===== src/rtl/axi_fft_pkg.sv =====
// Shared constants and state type for the AXI-Lite FFT peripheral driver.
package axi_fft_pkg;

  localparam logic [15:0] OFF_FFT_CONFIG  = 16'h0010;
  localparam logic [15:0] OFF_STATUS      = 16'h0014;
  localparam logic [15:0] OFF_RESET       = 16'h0080;
  localparam logic [15:0] OFF_INPUT_TRIG  = 16'h0084;
  localparam logic [15:0] OFF_CONFIG_TRIG = 16'h0088;
  localparam logic [15:0] OFF_DATA        = 16'h0100;

  localparam logic [1:0]  RESP_OKAY       = 2'b00;

  typedef enum logic [3:0] {
    ST_IDLE,
    ST_CFG_WR,
    ST_CFG_TRIG,
    ST_LOAD_WAIT,
    ST_LOAD_RE,
    ST_LOAD_IM,
    ST_IN_TRIG,
    ST_POLL_GAP,
    ST_POLL_RD,
    ST_UNLOAD_RE,
    ST_UNLOAD_IM,
    ST_EMIT,
    ST_PERIPH_RST
  } fft_state_e;

endpackage


===== src/rtl/axi_fft_lite_xfer.sv =====
// Single-outstanding AXI4-Lite transaction engine. A held req starts one
// transaction when idle; done pulses in the cycle the response handshakes.
module axi_fft_lite_xfer
  import axi_fft_pkg::*;
(
  input  logic        up_clk,
  input  logic        up_rstn,
  input  logic        req,
  input  logic        we,
  input  logic [15:0] addr,
  input  logic [31:0] wdata,
  output logic        done,
  output logic [31:0] rdata,
  output logic        resp_err,
  output logic        m_axi_awvalid,
  input  logic        m_axi_awready,
  output logic [15:0] m_axi_awaddr,
  output logic [2:0]  m_axi_awprot,
  output logic        m_axi_wvalid,
  input  logic        m_axi_wready,
  output logic [31:0] m_axi_wdata,
  output logic [3:0]  m_axi_wstrb,
  input  logic        m_axi_bvalid,
  output logic        m_axi_bready,
  input  logic [1:0]  m_axi_bresp,
  output logic        m_axi_arvalid,
  input  logic        m_axi_arready,
  output logic [15:0] m_axi_araddr,
  output logic [2:0]  m_axi_arprot,
  input  logic        m_axi_rvalid,
  output logic        m_axi_rready,
  input  logic [31:0] m_axi_rdata,
  input  logic [1:0]  m_axi_rresp
);

  logic        active;
  logic [15:0] addr_q;
  logic [31:0] wdata_q;
  logic        done_w;
  logic        done_r;

  assign done_w = m_axi_bready & m_axi_bvalid;
  assign done_r = m_axi_rready & m_axi_rvalid;

  // Issue on req when idle; each channel valid drops on its own ready.
  always_ff @(posedge up_clk or negedge up_rstn) begin
    if (!up_rstn) begin
      active        <= 1'b0;
      addr_q        <= '0;
      wdata_q       <= '0;
      m_axi_awvalid <= 1'b0;
      m_axi_wvalid  <= 1'b0;
      m_axi_bready  <= 1'b0;
      m_axi_arvalid <= 1'b0;
      m_axi_rready  <= 1'b0;
    end else begin
      if (req && !active) begin
        active  <= 1'b1;
        addr_q  <= addr;
        wdata_q <= wdata;
        if (we) begin
          m_axi_awvalid <= 1'b1;
          m_axi_wvalid  <= 1'b1;
          m_axi_bready  <= 1'b1;
        end else begin
          m_axi_arvalid <= 1'b1;
          m_axi_rready  <= 1'b1;
        end
      end
      if (m_axi_awvalid && m_axi_awready) m_axi_awvalid <= 1'b0;
      if (m_axi_wvalid && m_axi_wready)   m_axi_wvalid  <= 1'b0;
      if (m_axi_arvalid && m_axi_arready) m_axi_arvalid <= 1'b0;
      if (done_w) begin
        m_axi_bready <= 1'b0;
        active       <= 1'b0;
      end
      if (done_r) begin
        m_axi_rready <= 1'b0;
        active       <= 1'b0;
      end
    end
  end

  assign m_axi_awaddr = addr_q;
  assign m_axi_araddr = addr_q;
  assign m_axi_wdata  = wdata_q;
  assign m_axi_wstrb  = '1;
  assign m_axi_awprot = '0;
  assign m_axi_arprot = '0;

  assign done     = done_w | done_r;
  assign rdata    = m_axi_rdata;
  assign resp_err = (done_w && (m_axi_bresp != RESP_OKAY)) ||
                    (done_r && (m_axi_rresp != RESP_OKAY));

endmodule


===== src/rtl/axi_fft_driver.sv =====
// Streams a frame of complex samples into the FFT peripheral over AXI-Lite,
// triggers it, polls STATUS[0] and streams the result bins back out.
// Optional: AXI_FFT_DRIVER_POLL_TIMEOUT_EN bounds polling by TIMEOUT_CYCLES.
module axi_fft_driver
  import axi_fft_pkg::*;
#(
  parameter int          NFFT           = 3,
  parameter logic [31:0] BASE_ADDR      = 32'h0,
  parameter int          POLL_GAP       = 8,
  parameter int          TIMEOUT_CYCLES = 65535
) (
  input  logic        m_axi_aclk,
  input  logic        m_axi_aresetn,
  output logic        m_axi_awvalid,
  input  logic        m_axi_awready,
  output logic [15:0] m_axi_awaddr,
  output logic [2:0]  m_axi_awprot,
  output logic        m_axi_wvalid,
  input  logic        m_axi_wready,
  output logic [31:0] m_axi_wdata,
  output logic [3:0]  m_axi_wstrb,
  input  logic        m_axi_bvalid,
  output logic        m_axi_bready,
  input  logic [1:0]  m_axi_bresp,
  output logic        m_axi_arvalid,
  input  logic        m_axi_arready,
  output logic [15:0] m_axi_araddr,
  output logic [2:0]  m_axi_arprot,
  input  logic        m_axi_rvalid,
  output logic        m_axi_rready,
  input  logic [31:0] m_axi_rdata,
  input  logic [1:0]  m_axi_rresp,
  input  logic        s_axis_tvalid,
  output logic        s_axis_tready,
  input  logic        s_axis_tlast,
  input  logic [63:0] s_axis_tdata,
  output logic        m_axis_tvalid,
  input  logic        m_axis_tready,
  output logic        m_axis_tlast,
  output logic [63:0] m_axis_tdata,
  input  logic        cfg_valid,
  input  logic [31:0] cfg_data,
  output logic        busy,
  output logic        err
);

  localparam int          POINTS   = 2 ** NFFT;
  localparam int          GAP_W    = ($clog2(POLL_GAP + 1) > 4) ? $clog2(POLL_GAP + 1) : 4;
  localparam logic [15:0] BASE     = BASE_ADDR[15:0];
  localparam logic [15:0] IN_BASE  = BASE + OFF_DATA;
  localparam logic [15:0] OUT_BASE = 16'(BASE + OFF_DATA + 16'(8 * POINTS));
  localparam fft_state_e  GAP_ENTRY = (POLL_GAP == 0) ? ST_POLL_RD : ST_POLL_GAP;

  fft_state_e        state, state_nxt;
  logic [NFFT-1:0]   k;
  logic [15:0]       k_off;
  logic              k_last;
  logic              cfg_pending;
  logic [31:0]       cfg_word;
  logic [63:0]       sample;
  logic [31:0]       out_re, out_im;
  logic [GAP_W-1:0]  gap_cnt;
  logic              tmo_hit;

  logic              req, we;
  logic [15:0]       xaddr;
  logic [31:0]       xwdata;
  logic              xdone;
  logic [31:0]       xrdata;
  logic              xresp_err;

  assign k_off  = 16'({k, 3'b000});
  assign k_last = (k == '1);

`ifdef AXI_FFT_DRIVER_POLL_TIMEOUT_EN
  logic [15:0] tmo_cnt;

  // Count cycles spent polling; saturates once the budget is reached.
  always_ff @(posedge m_axi_aclk or negedge m_axi_aresetn) begin
    if (!m_axi_aresetn)                                     tmo_cnt <= '0;
    else if (state == ST_IN_TRIG)                           tmo_cnt <= '0;
    else if ((state == ST_POLL_GAP || state == ST_POLL_RD) && !tmo_hit)
                                                            tmo_cnt <= tmo_cnt + 16'd1;
  end

  assign tmo_hit = (tmo_cnt == 16'(TIMEOUT_CYCLES));
`else
  assign tmo_hit = 1'b0;
`endif

  // State register.
  always_ff @(posedge m_axi_aclk or negedge m_axi_aresetn) begin
    if (!m_axi_aresetn) state <= ST_IDLE;
    else                state <= state_nxt;
  end

  // Next state and the request presented to the AXI-Lite engine.
  always_comb begin
    state_nxt = state;
    req       = 1'b0;
    we        = 1'b0;
    xaddr     = BASE;
    xwdata    = '0;
    case (state)
      ST_IDLE:
        if (s_axis_tvalid) state_nxt = cfg_pending ? ST_CFG_WR : ST_LOAD_WAIT;
      ST_CFG_WR: begin
        req = 1'b1; we = 1'b1; xaddr = BASE + OFF_FFT_CONFIG; xwdata = cfg_word;
        if (xdone) state_nxt = ST_CFG_TRIG;
      end
      ST_CFG_TRIG: begin
        req = 1'b1; we = 1'b1; xaddr = BASE + OFF_CONFIG_TRIG; xwdata = 32'd1;
        if (xdone) state_nxt = ST_LOAD_WAIT;
      end
      ST_LOAD_WAIT:
        if (s_axis_tvalid) state_nxt = ST_LOAD_RE;
      ST_LOAD_RE: begin
        req = 1'b1; we = 1'b1; xaddr = IN_BASE + k_off; xwdata = sample[31:0];
        if (xdone) state_nxt = ST_LOAD_IM;
      end
      ST_LOAD_IM: begin
        req = 1'b1; we = 1'b1; xaddr = IN_BASE + k_off + 16'd4; xwdata = sample[63:32];
        if (xdone) state_nxt = k_last ? ST_IN_TRIG : ST_LOAD_WAIT;
      end
      ST_IN_TRIG: begin
        req = 1'b1; we = 1'b1; xaddr = BASE + OFF_INPUT_TRIG; xwdata = 32'd1;
        if (xdone) state_nxt = GAP_ENTRY;
      end
      ST_POLL_GAP:
        if (tmo_hit)                             state_nxt = ST_PERIPH_RST;
        else if (gap_cnt == GAP_W'(POLL_GAP - 1)) state_nxt = ST_POLL_RD;
      ST_POLL_RD: begin
        req = 1'b1; xaddr = BASE + OFF_STATUS;
        if (xdone) begin
          if (xrdata[0])    state_nxt = ST_UNLOAD_RE;
          else if (tmo_hit) state_nxt = ST_PERIPH_RST;
          else              state_nxt = GAP_ENTRY;
        end
      end
      ST_UNLOAD_RE: begin
        req = 1'b1; xaddr = OUT_BASE + k_off;
        if (xdone) state_nxt = ST_UNLOAD_IM;
      end
      ST_UNLOAD_IM: begin
        req = 1'b1; xaddr = OUT_BASE + k_off + 16'd4;
        if (xdone) state_nxt = ST_EMIT;
      end
      ST_EMIT:
        if (m_axis_tready) state_nxt = k_last ? ST_IDLE : ST_UNLOAD_RE;
      ST_PERIPH_RST: begin
        req = 1'b1; we = 1'b1; xaddr = BASE + OFF_RESET; xwdata = 32'd0;
        if (xdone) state_nxt = ST_IDLE;
      end
      default: state_nxt = ST_IDLE;
    endcase
  end

  // Point index, captured data, pending config and sticky error.
  always_ff @(posedge m_axi_aclk or negedge m_axi_aresetn) begin
    if (!m_axi_aresetn) begin
      k           <= '0;
      cfg_pending <= 1'b0;
      cfg_word    <= '0;
      sample      <= '0;
      out_re      <= '0;
      out_im      <= '0;
      gap_cnt     <= '0;
      err         <= 1'b0;
    end else begin
      if (cfg_valid) begin
        cfg_word    <= cfg_data;
        cfg_pending <= 1'b1;
      end else if (state == ST_CFG_TRIG && xdone) begin
        cfg_pending <= 1'b0;
      end
      if (xresp_err) err <= 1'b1;
      case (state)
        ST_IDLE:      k <= '0;
        ST_LOAD_WAIT:
          if (s_axis_tvalid) begin
            sample <= s_axis_tdata;
            if (s_axis_tlast != k_last) err <= 1'b1;
          end
        ST_LOAD_IM:   if (xdone) k <= k + 1'b1;
        ST_IN_TRIG:   gap_cnt <= '0;
        ST_POLL_GAP:  gap_cnt <= gap_cnt + 1'b1;
        ST_POLL_RD:
          if (xdone) begin
            gap_cnt <= '0;
            k       <= '0;
          end
        ST_UNLOAD_RE: if (xdone) out_re <= xrdata;
        ST_UNLOAD_IM: if (xdone) out_im <= xrdata;
        ST_EMIT:      if (m_axis_tready) k <= k + 1'b1;
        ST_PERIPH_RST: err <= 1'b1;
        default: ;
      endcase
    end
  end

  assign s_axis_tready = (state == ST_LOAD_WAIT) && s_axis_tvalid;
  assign m_axis_tvalid = (state == ST_EMIT);
  assign m_axis_tlast  = (state == ST_EMIT) && k_last;
  assign m_axis_tdata  = {out_im, out_re};
  assign busy          = (state != ST_IDLE);

  axi_fft_lite_xfer u_xfer (
    .up_clk        (m_axi_aclk),
    .up_rstn       (m_axi_aresetn),
    .req           (req),
    .we            (we),
    .addr          (xaddr),
    .wdata         (xwdata),
    .done          (xdone),
    .rdata         (xrdata),
    .resp_err      (xresp_err),
    .m_axi_awvalid (m_axi_awvalid),
    .m_axi_awready (m_axi_awready),
    .m_axi_awaddr  (m_axi_awaddr),
    .m_axi_awprot  (m_axi_awprot),
    .m_axi_wvalid  (m_axi_wvalid),
    .m_axi_wready  (m_axi_wready),
    .m_axi_wdata   (m_axi_wdata),
    .m_axi_wstrb   (m_axi_wstrb),
    .m_axi_bvalid  (m_axi_bvalid),
    .m_axi_bready  (m_axi_bready),
    .m_axi_bresp   (m_axi_bresp),
    .m_axi_arvalid (m_axi_arvalid),
    .m_axi_arready (m_axi_arready),
    .m_axi_araddr  (m_axi_araddr),
    .m_axi_arprot  (m_axi_arprot),
    .m_axi_rvalid  (m_axi_rvalid),
    .m_axi_rready  (m_axi_rready),
    .m_axi_rdata   (m_axi_rdata),
    .m_axi_rresp   (m_axi_rresp)
  );

endmodule


===== config.mk =====
export PLATFORM = sky130hd
export DESIGN_NAME = axi_fft_driver
export DESIGN_NICKNAME = d
export VERILOG_FILES = /design/src/rtl/axi_fft_pkg.sv /design/src/rtl/axi_fft_lite_xfer.sv /design/src/rtl/axi_fft_driver.sv
export SDC_FILE = /design/constraint.sdc
export NUM_CORES = 1
export LEC_CHECK = 0
export CAP_MARGIN = 20
export CORE_ASPECT_RATIO = 1.75
export CORE_MARGIN = 2
export CORE_UTILIZATION = 43
export DETAILED_ROUTE_END_ITERATION = 8
export PLACE_DENSITY = 0.76
export SYNTH_ARGS = -nofsm -noshare
export SYNTH_HDL_FRONTEND = slang
export SYNTH_HIERARCHICAL = 1
export SYNTH_SLANG_ARGS = --single-unit

===== constraint.sdc =====
create_clock -name m_axi_aclk -period 1.9 [get_ports m_axi_aclk]
set_input_delay 0.38 -clock m_axi_aclk [delete_from_list [all_inputs] [get_ports m_axi_aclk]]
set_output_delay 0.38 -clock m_axi_aclk [all_outputs]
set_load 0.005 [all_outputs]

[Word level (Yosys, flattened, before mapping)]
Index checks and enable logic that the tools add are counted.
Word-level totals
  flip-flop bits (word level): 227
  ROM bits: 0
  output and inout bits: 148
  memories kept: 0
  input bits: 143
  word-level logic and storage cells: 142
  bits in writable memories: 0
  bits in latches: 0
Cells by class
  reductions and logical operators: 41
  $add $sub $neg: 6
  shift operators: 0
  equality and inequality tests: 30
  $lt $le $gt $ge: 0
  multiplexer cells: 45
  bitwise gates (word level): 3
  multipliers: 0
  div/mod/pow operators: 0
Operators with widths (count)
  $pmux 32 s4: 1
  $pmux 11 s9: 1
  $mux 4: 15
  $pmux 4 s13: 1
  $ne 2x2->1 const B: 14
  $add 10x3->11 const B: 2
  $reduce_bool 2->1: 11
  $add 9x6->10 const A: 2
  $eq 4x3->1 const B: 5
  $eq 4x4->1 const B: 5
  $mux 1: 19
  $reduce_and 2->1: 9
  $reduce_and 13->1: 1
  $mux 3: 4
  $pmux 3 s4: 1
  $pmux 4 s3: 1
  $logic_and 1x1->1: 9
  $reduce_or 9->1: 1
  $eq 4x2->1 const B: 2
  $reduce_bool 4->1: 2
  $reduce_bool 3->1: 2
  $reduce_or 6->1: 1
  $add 4x1->4 const B: 1
  $eq 4x1->1 const B: 1
  13 further kinds: 14

[Longest topological paths before layout]
Gate-level depths: netlist of the first run.
  word-level depth: 7
  depth in mapped cells: 7

[Modules after synthesis]
Netlist of the first run, hierarchy kept.
Modules (own cells, without submodules)
  axi_fft_driver: area an instance 7537.2 µm², times used 1, cells an instance 545
  axi_fft_lite_xfer: area an instance 2600.0 µm², times used 1, cells an instance 184

[Least setup slack after synthesis of the first run]
No wires, ideal clock.
  path type: register to register
  start point: reg state[0]
  end point: reg u_xfer.addr_q[8], in the netlist u_xfer/m_axi_araddr[8]
  library setup time: 0.125 ns
  period minus slack after synthesis: 1.990 ns
  data arrival time: 1.865 ns
  stages on the path, launching flop included: 8
  slack: -0.090 ns
  path through: dfrtp_1 -> buf_6 -> or4_4 -> o211a_1 -> nor2b_4 -> buf_8 -> buf_12 -> mux2_4
On the way
  cells in the longest elaborated chain, start to end: 4
RTL lines
  from (decl): RTL line axi_fft_driver.sv:54  | fft_state_e state, state_nxt;
  from (signal assigned): RTL line axi_fft_driver.sv:94  | else state <= state_nxt;
  $eq 4x2->1 (tied with other cells): RTL line axi_fft_driver.sv:104  | case (state)
  $reduce_or 9->1 (no source line) (*)
  $mux 1 (*): RTL line axi_fft_driver.sv:104
  named net req: RTL line axi_fft_driver.sv:65  | logic req, we;
  $logic_and 1x1->1 (*): RTL line axi_fft_lite_xfer.sv:57  | if (req && !active) begin
  to (signal assigned): RTL line axi_fft_lite_xfer.sv:59  | addr_q <= addr;
  to (decl): RTL line axi_fft_lite_xfer.sv:37  | logic [15:0] addr_q;
Mark *: on every way through the listed nets, which the timed path passes. The rest lies on a longest branch.
A chain may end at the register's enable or synchronous reset.

[Worst setup path in the final report of the first run]
  start point: reg state[0]
  end point: out busy
On the way
  cells in the longest elaborated chain, start to end: 1
RTL lines
  $reduce_bool 4->1: RTL line axi_fft_driver.sv:205  | assign busy = (state != ST_IDLE);
  to (decl): RTL line axi_fft_driver.sv:43  | output logic busy,
No other way between the ends.

==> results.toml, run 1 <==
[global_route]
grt_remaining_overflow = 0
grt_first_pass_wirelength_um = 41100
grt_pass1_vias = 7550
grt_max_degree = 58
antenna_found_initial = 1
track_usage_pct = 20.9

[sta]
setup_slack_ns = -0.211
setup_viol = 54
drv_slew = 0
finalClockSkew_ns = 0.00548
fmax_mhz = 474
rsz0062_at_grt = "true"
fin_crit_ns = 2.11
fin_crit_sh_pct = 111
hold_viol = 0

[place]
portBuffers = 280
place.gp.congestion = 0.862
place_ws_ns = -0.269
hpwl_um = 18000

[worst_setup_path]
crit_chain = "buf_6, or4_4, buf_6"
crit_slowest_cell = "or4_4"
crit_path_end_kind = "primary output"
required_ns = 1.52
regToRegEndpoint = "u_xfer/m_axi_wdata[8]"
reg2regPathDepth = 7
path_depth = 3
cp-startpoint = "state[0]"
r2r_slack_ns = -0.18
crit_end = "busy"
r2r_start = "state[0]"
crit_buf_inv = 2
path_common_cell = "buf_6"
crit_type = "register to primary output"
cp_max_fo = 4
cp-start-kind = "register"
slowest_delay_ns = 0.55
critPathTopFamily = "simple AND/OR/NAND/NOR gates"
worstPathArrival_ns = 1.73

[die]
dieArea_um2 = 24900
die_w_um = 120
initial_core_util_pct = 43.6
core_um2 = 23200
die_h_um = 207
rows = 74
io_pins = 291

[clocking]
numCtsBuffers = 21
ctsHtreeMaxLevel = 1
tritoncts = "yes"
clk_pin_slew_ns = 0.07
cts_max_path_buffers = 3
clk_latency_ns = 0.50
cts_root_buf = "clkbuf_16"
clkSinkCount = 227

[status]
status = "finished with violations"
violations = "negative setup slack"

[routing]
first_iter_violations = 390
drtAntennaViolNets = 0
drc = 0
vias_per_cell = 5.14
firstDrtPassIters = 7
post_drt_wl_per_cell_um = 19.3
via_count = 6969
drt-total-wl_um = 26200

[yosys]
ys_warn_count = 6
ys_types = 52
synth_area_um2 = 10100
syn_area_per_cell_um2 = 13.9
async_reset_ff_share_pct = 100
synth-edff-count = 0
syn_inst = 729
yosysSeqAreaShare_pct = 56.0
synth_seq_cells = 227
ys.flop_type = "dfrtp_1"

[layout]
multi_input_area_um2 = 3830
antenna_cells = 0
fillers = 1783
nNetsFinal = 1184
layout-drive-gt1-share_pct = 34.7
seq_area_um2 = 5690
post-route-util_pct = 62.5
area_growth_pct = 43.4

[power]
p_per_area_nw_per_um2 = 1470
peakVddDrop_mv = 0.975
finalPower_mw = 21.4
p_leak_nw = 6.61

[worst_hold_path]
hold_class = "input pin to async pin"

[job]
cap_violations = 0
-- flip-flops by register name, summed over array words and instances (netlist names), 3 cells and up --
register,cells
sample,64
state,4
k,3
u_xfer/m_axi_wdata,32
out_re,32
out_im,32
gap_cnt,4
cfg_word,32
u_xfer/m_axi_araddr,16
-- area by class of cell --
cell class                 count  area share, %
inverter                      37          0.955
sequential                   227           39.1
clock inverter                 9          0.680
clock buffer                  28           4.07
tap                          304           2.62
timing repair buffer         368           26.2
multi-input combinational    382           26.3
-- metrics by stage --
| stage | std cells | setup TNS (ns) | instance area, um2 | hold slack [ns] |
|---|---|---|---|---|
| 2_1_floorplan | 745 | -0.516 | 10200 | 0.0844 |
| 3_3_place_gp | 1291 | -15.84 | 13300 | 0.344 |
| 3_5_place_dp | 1291 | -17.45 | 13300 | 0.348 |
| 4_1_cts | 1347 | -7.37 | 14400 | 0.389 |
| 5_1_grt | 1355 | -9.69 | 14500 | 0.396 |
| 6_report | 1355 | -5.98 | 14500 | 0.392 |
-- placed cells by master (no fill, tap or decap), drive strengths merged, types with 3 or more instances in the layout --
cell / synthesis / final
dfrtp: 227 / 227
a222oi: 31 / 31
mux2i: 6 / 6
o31ai: 3 / 3
nor2b: 5 / 5
nand3: 5 / 5
inv: 37 / 37
nor2: 16 / 16
nand2b: 7 / 7
mux2: 211 / 211
o221ai: 3 / 3
o21ai: 8 / 8
a22oi: 3 / 3
clkinv: 0 / 7
buf: 89 / 92
ha: 4 / 4
and2: 3 / 3
a21oi: 11 / 11
clkdlybuf4s50: 0 / 274
o22ai: 5 / 5
nand2: 12 / 12
clkbuf: 10 / 29
conb: 3 / 19
-- kinds of logic after synthesis --
family | synth area share [%]
compound gates | 6.08
xor+xnor | 0.259
fa+ha+maj | 0.494
buf+inv | 8.48
flops | 56.0
mux | 24.8
other cells | 0.111
simple gates | 3.69
-- what timing repair did --
item	4_1_cts	5_1_grt
pin swaps	9	11
endpoints found under the hold margin	51	0
hold buffers	1	0
resized for setup	65	24
setup endpoints to repair	83	82
setup buffers	14	12
cloned	4	1
-- synthesized netlist by cell type (all sizes together), types with 2 or more instances --
cell / instances / area (um2)
clkbuf: 10 / 37.5
conb: 3 / 11.3
and2: 3 / 18.8
o211a: 2 / 20.0
ha: 4 / 50.1
inv: 37 / 139
nand3: 5 / 25.0
buf: 89 / 683
o31ai: 3 / 22.5
mux2: 211 / 2460
o22ai: 5 / 31.3
mux2i: 6 / 60.1
nand4: 2 / 12.5
nor2: 16 / 75.1
a22o: 2 / 17.5
nor2b: 5 / 46.3
a222oi: 31 / 310
nor3b: 2 / 15.0
and4b: 2 / 20.0
o21a: 2 / 15.0
dfrtp: 227 / 5680
a22oi: 3 / 22.5
nand2b: 7 / 43.8
o221ai: 3 / 26.3
nand4b: 2 / 17.5
xor2: 2 / 17.5
o21ai: 8 / 40.0
nand2: 12 / 45.0
a21oi: 11 / 55.1
-- per-layer routing --
| layer | wire [um] | share of wire [%] | global-route usage (%) | up-vias |
|---|---|---|---|---|
| li1 | - | - | - | 3130 |
| met1 | 8900 | 34 | 22.0 | 3505 |
| met2 | 14600 | 56 | 39.8 | 267 |
| met3 | 1630 | 6.2 | 3.85 | 65 |
| met4 | 1060 | 4.1 | 8.76 | 2 |
| met5 | 13 | 0.050 | 0 | - |
-- how the worst min path moves through the flow --
stage          slack, ns           end  cells after the start          start
2_1_floorplan       0.08   cfg_pending                      0  m_axi_aresetn
3_3_place_gp        0.34    sample[36]                      1  m_axi_aresetn
3_5_place_dp        0.35    sample[36]                      1  m_axi_aresetn
4_1_cts             0.39  cfg_word[10]                      2      cfg_valid
5_1_grt             0.40   cfg_word[2]                      2      cfg_valid
6_report            0.39    sample[10]                      2  m_axi_aresetn
-- report_power, final --
group / switching (mW) / internal (mW)
logic: 3.24 / 5.96
clock network: 1.81 / 2.46
registers: 1.15 / 6.79
total: 6.21 / 15.2
Note: power is estimated with default switching activity, not from simulation.
==> run 2: changes to the inputs <==
--- a/config.mk
+++ b/config.mk
@@ -8,9 +8,10 @@
 export CAP_MARGIN = 20
 export CORE_ASPECT_RATIO = 1.75
 export CORE_MARGIN = 2
-export CORE_UTILIZATION = 43
+export CORE_UTILIZATION = 45
+export CTS_BUF_LIST = sky130_fd_sc_hd__clkbuf_4 sky130_fd_sc_hd__clkbuf_8
 export DETAILED_ROUTE_END_ITERATION = 8
-export PLACE_DENSITY = 0.76
+export PLACE_DENSITY = 0.79
 export SYNTH_ARGS = -nofsm -noshare
 export SYNTH_HDL_FRONTEND = slang
 export SYNTH_HIERARCHICAL = 1
==> run 2 against run 1 <==
The run still ends with negative setup slack left. Global-route usage up 0.44 points. Hold slack got worse by 0.070 ns. Register-to-register slack is essentially flat. Critical path type is now register to register. Largest power group unchanged.
==> results.toml, run 2 (synthesized netlist as in run 1, its figures left out) <==
[status]
status = "finished with violations"
violations = "negative setup slack"

[die]
die_w_um = 117
rows = 72
dieArea_um2 = 23800
die_h_um = 203
io_pins = 291
core_um2 = 22100
initial_core_util_pct = 45.9

[worst_hold_path]
hold_class = "input pin to async pin"

[worst_setup_path]
worstPathArrival_ns = 2.47
cp-start-kind = "register"
cp_max_fo = 8
crit_path_end_kind = "register"
crit_chain = "buf_6, buf_8, nand3_4, o211a_1, nor2b_4, clkbuf_16, mux2_2"
crit_type = "register to register"
required_ns = 2.31
crit_slowest_cell = "dfrtp_2"
slowest_delay_ns = 0.45

[job]
cap_violations = 0

[clocking]
tritoncts = "yes"
cts_max_path_buffers = 3
clkSinkCount = 227
ctsHtreeMaxLevel = 2
clk_latency_ns = 0.54
numCtsBuffers = 35
clk_pin_slew_ns = 0.07
cts_root_buf = "clkbuf_8"

[sta]
finalClockSkew_ns = 0.0309
fmax_mhz = 484
setup_viol = 108
setup_slack_ns = -0.167
rsz0062_at_grt = "true"
fin_crit_ns = 2.07
relSlewSlack_pct = 61.7
hold_viol = 0
drv_slew = 0
fin_crit_sh_pct = 109
worst_pin_slew_ns = 0.574

[layout]
regMostFlops = "sample"
area_growth_pct = 43.3
mostFrequentLayoutCell = "clkdlybuf4s50_1"
fillers = 1665
design_area_um2 = 14500
post-route-util_pct = 65.8
nNetsFinal = 1197
mostFrequentLayoutCells = "clkdlybuf4s50_1, dfrtp_1, mux2_2"
largest_reg_flops = 64
layout-drive-gt1-share_pct = 36.6
final_cells = 1369

[power]
p_per_area_nw_per_um2 = 1490
share_comb_of_total_power_pct = 43.1
p_switching_mw = 6.41
swShare_pct = 29.7
p_leak_nw = 6.65
clkPwrFrac_pct = 20.0
p_int_mw = 15.2
peakVddDrop_mv = 0.788
p_seq_share_pct = 37.0

[routing]
drtAntennaViolNets = 0
first_iter_violations = 383
via_count = 7055
drc = 0
vias_per_cell = 5.15
post_drt_wl_per_cell_um = 19.5
firstDrtPassIters = 6
drt-total-wl_um = 26600

[global_route]
track_usage_pct = 21.4
grt_max_degree = 50
grt_pass1_vias = 7548
grt_first_pass_wirelength_um = 40200
antenna_found_initial = 1
grt_remaining_overflow = 0

[place]
place.gp.congestion = 0.914
hpwl_um = 18300
postPlaceCellArea_um2 = 13300
dp.cells = 1283
portBuffers = 280
run 2: changes by cell type in the layout (fill, tap and decap cells not counted), moves of 4 or more:
cell       previous run  this run
nor2_4                4         8
buf_8                 2         6
mux2_2              171       179
clkbuf_4              0         9
clkbuf_8              4        42
clkbuf_16            22         3
mux2_4               40        32
buf_12               17        11
clkinv_2              6         2
run 2: per-stage QoR:
step / worst slack (ns) / TNS (ns) / hold WS [ns] / power (mW)
finish: -0.167 / -8.04 / 0.322 / 21.6
global route: -0.207 / -14.31 / 0.337 / 22.8
CTS: -0.162 / -6.30 / 0.321 / 21.1
detailed placement: -0.274 / -22.75 / 0.303 / 16.5
global placement: -0.219 / -19.54 / 0.299 / 16.3
floorplan: -0.0397 / -0.516 / 0.0844 / 12.2
run 2: layer usage:
metal / wire (um) / track usage [%] / vias to the layer above
met1: 9190 / 21.7 / 3567
met5: 0 / 0 / -
met2: 15000 / 40.9 / 251
met3: 1500 / 4.72 / 52
met4: 909 / 10.1 / 0
li1: - / - / 3185
run 2: final cells by class:
type | instances | area (um2) | area share [%]
Clock buffer | 51 | 646 | 4.45
Multi-Input combinational cell | 384 | 3840 | 26.4
Inverter | 37 | 139 | 0.956
Sequential cell | 227 | 5680 | 39.1
Clock inverter | 8 | 101 | 0.698
Antenna cell | 1 | 2.50 | 0.0172
Tap cell | 296 | 370 | 2.55
Timing Repair Buffer | 365 | 3740 | 25.8
run 2: worst paths after layout:
path / startpoint / to / cells after the start / slack [ns]
worst max register to register: state[3] / u_xfer/m_axi_wdata[28] / 7 / -0.17
min in group m_axi_aclk: cfg_valid / cfg_pending / 3 / 0.35
worst max-delay path: state[3] / u_xfer/m_axi_wdata[28] / 7 / -0.17
worst min-delay path: m_axi_aresetn / sample[4] / 2 / 0.32
max in group asynchronous: m_axi_aresetn / state[3] / 3 / 0.94
worst min register to register: cfg_pending / cfg_pending / 1 / 0.48
run 2: repair_timing:
action,CTS,global route
setup buffers,7,13
resized for setup,44,43
gates cloned,1,5
hold buffers,1,0
endpoints found under the setup margin,52,168
pin swaps,6,6
hold endpoints to repair,39,0
run 2: critical path: cells and delay by family (launching register included):
kind / cells / cell delay (ns)
buffers and inverters: 3 / 0.51
multiplexers: 1 / 0.33
AO/OA/AOI/OAI: 1 / 0.18
flip-flops: 1 / 0.45
AND/OR/NAND/NOR: 2 / 0.47
run 2: power by group through the flow:
stage	Sequential, mW	Combinational (mW)	Clock [mW]
final	7.98	9.30	4.32
after global routing	8.22	9.92	4.65
after CTS	8.01	8.71	4.43
after detailed placement	8.07	8.44	0
after global placement	7.99	8.26	0
after floorplan	7.84	4.32	0
==> run 3: changes to the inputs <==
--- a/config.mk
+++ b/config.mk
@@ -11,6 +11,7 @@
 export CORE_UTILIZATION = 45
 export CTS_BUF_LIST = sky130_fd_sc_hd__clkbuf_4 sky130_fd_sc_hd__clkbuf_8
 export DETAILED_ROUTE_END_ITERATION = 8
+export HOLD_SLACK_MARGIN = 0.15
 export PLACE_DENSITY = 0.79
 export SYNTH_ARGS = -nofsm -noshare
 export SYNTH_HDL_FRONTEND = slang
==> results of run 3 <==
The final DEF is identical to that of run 2; final timing and power are the same.
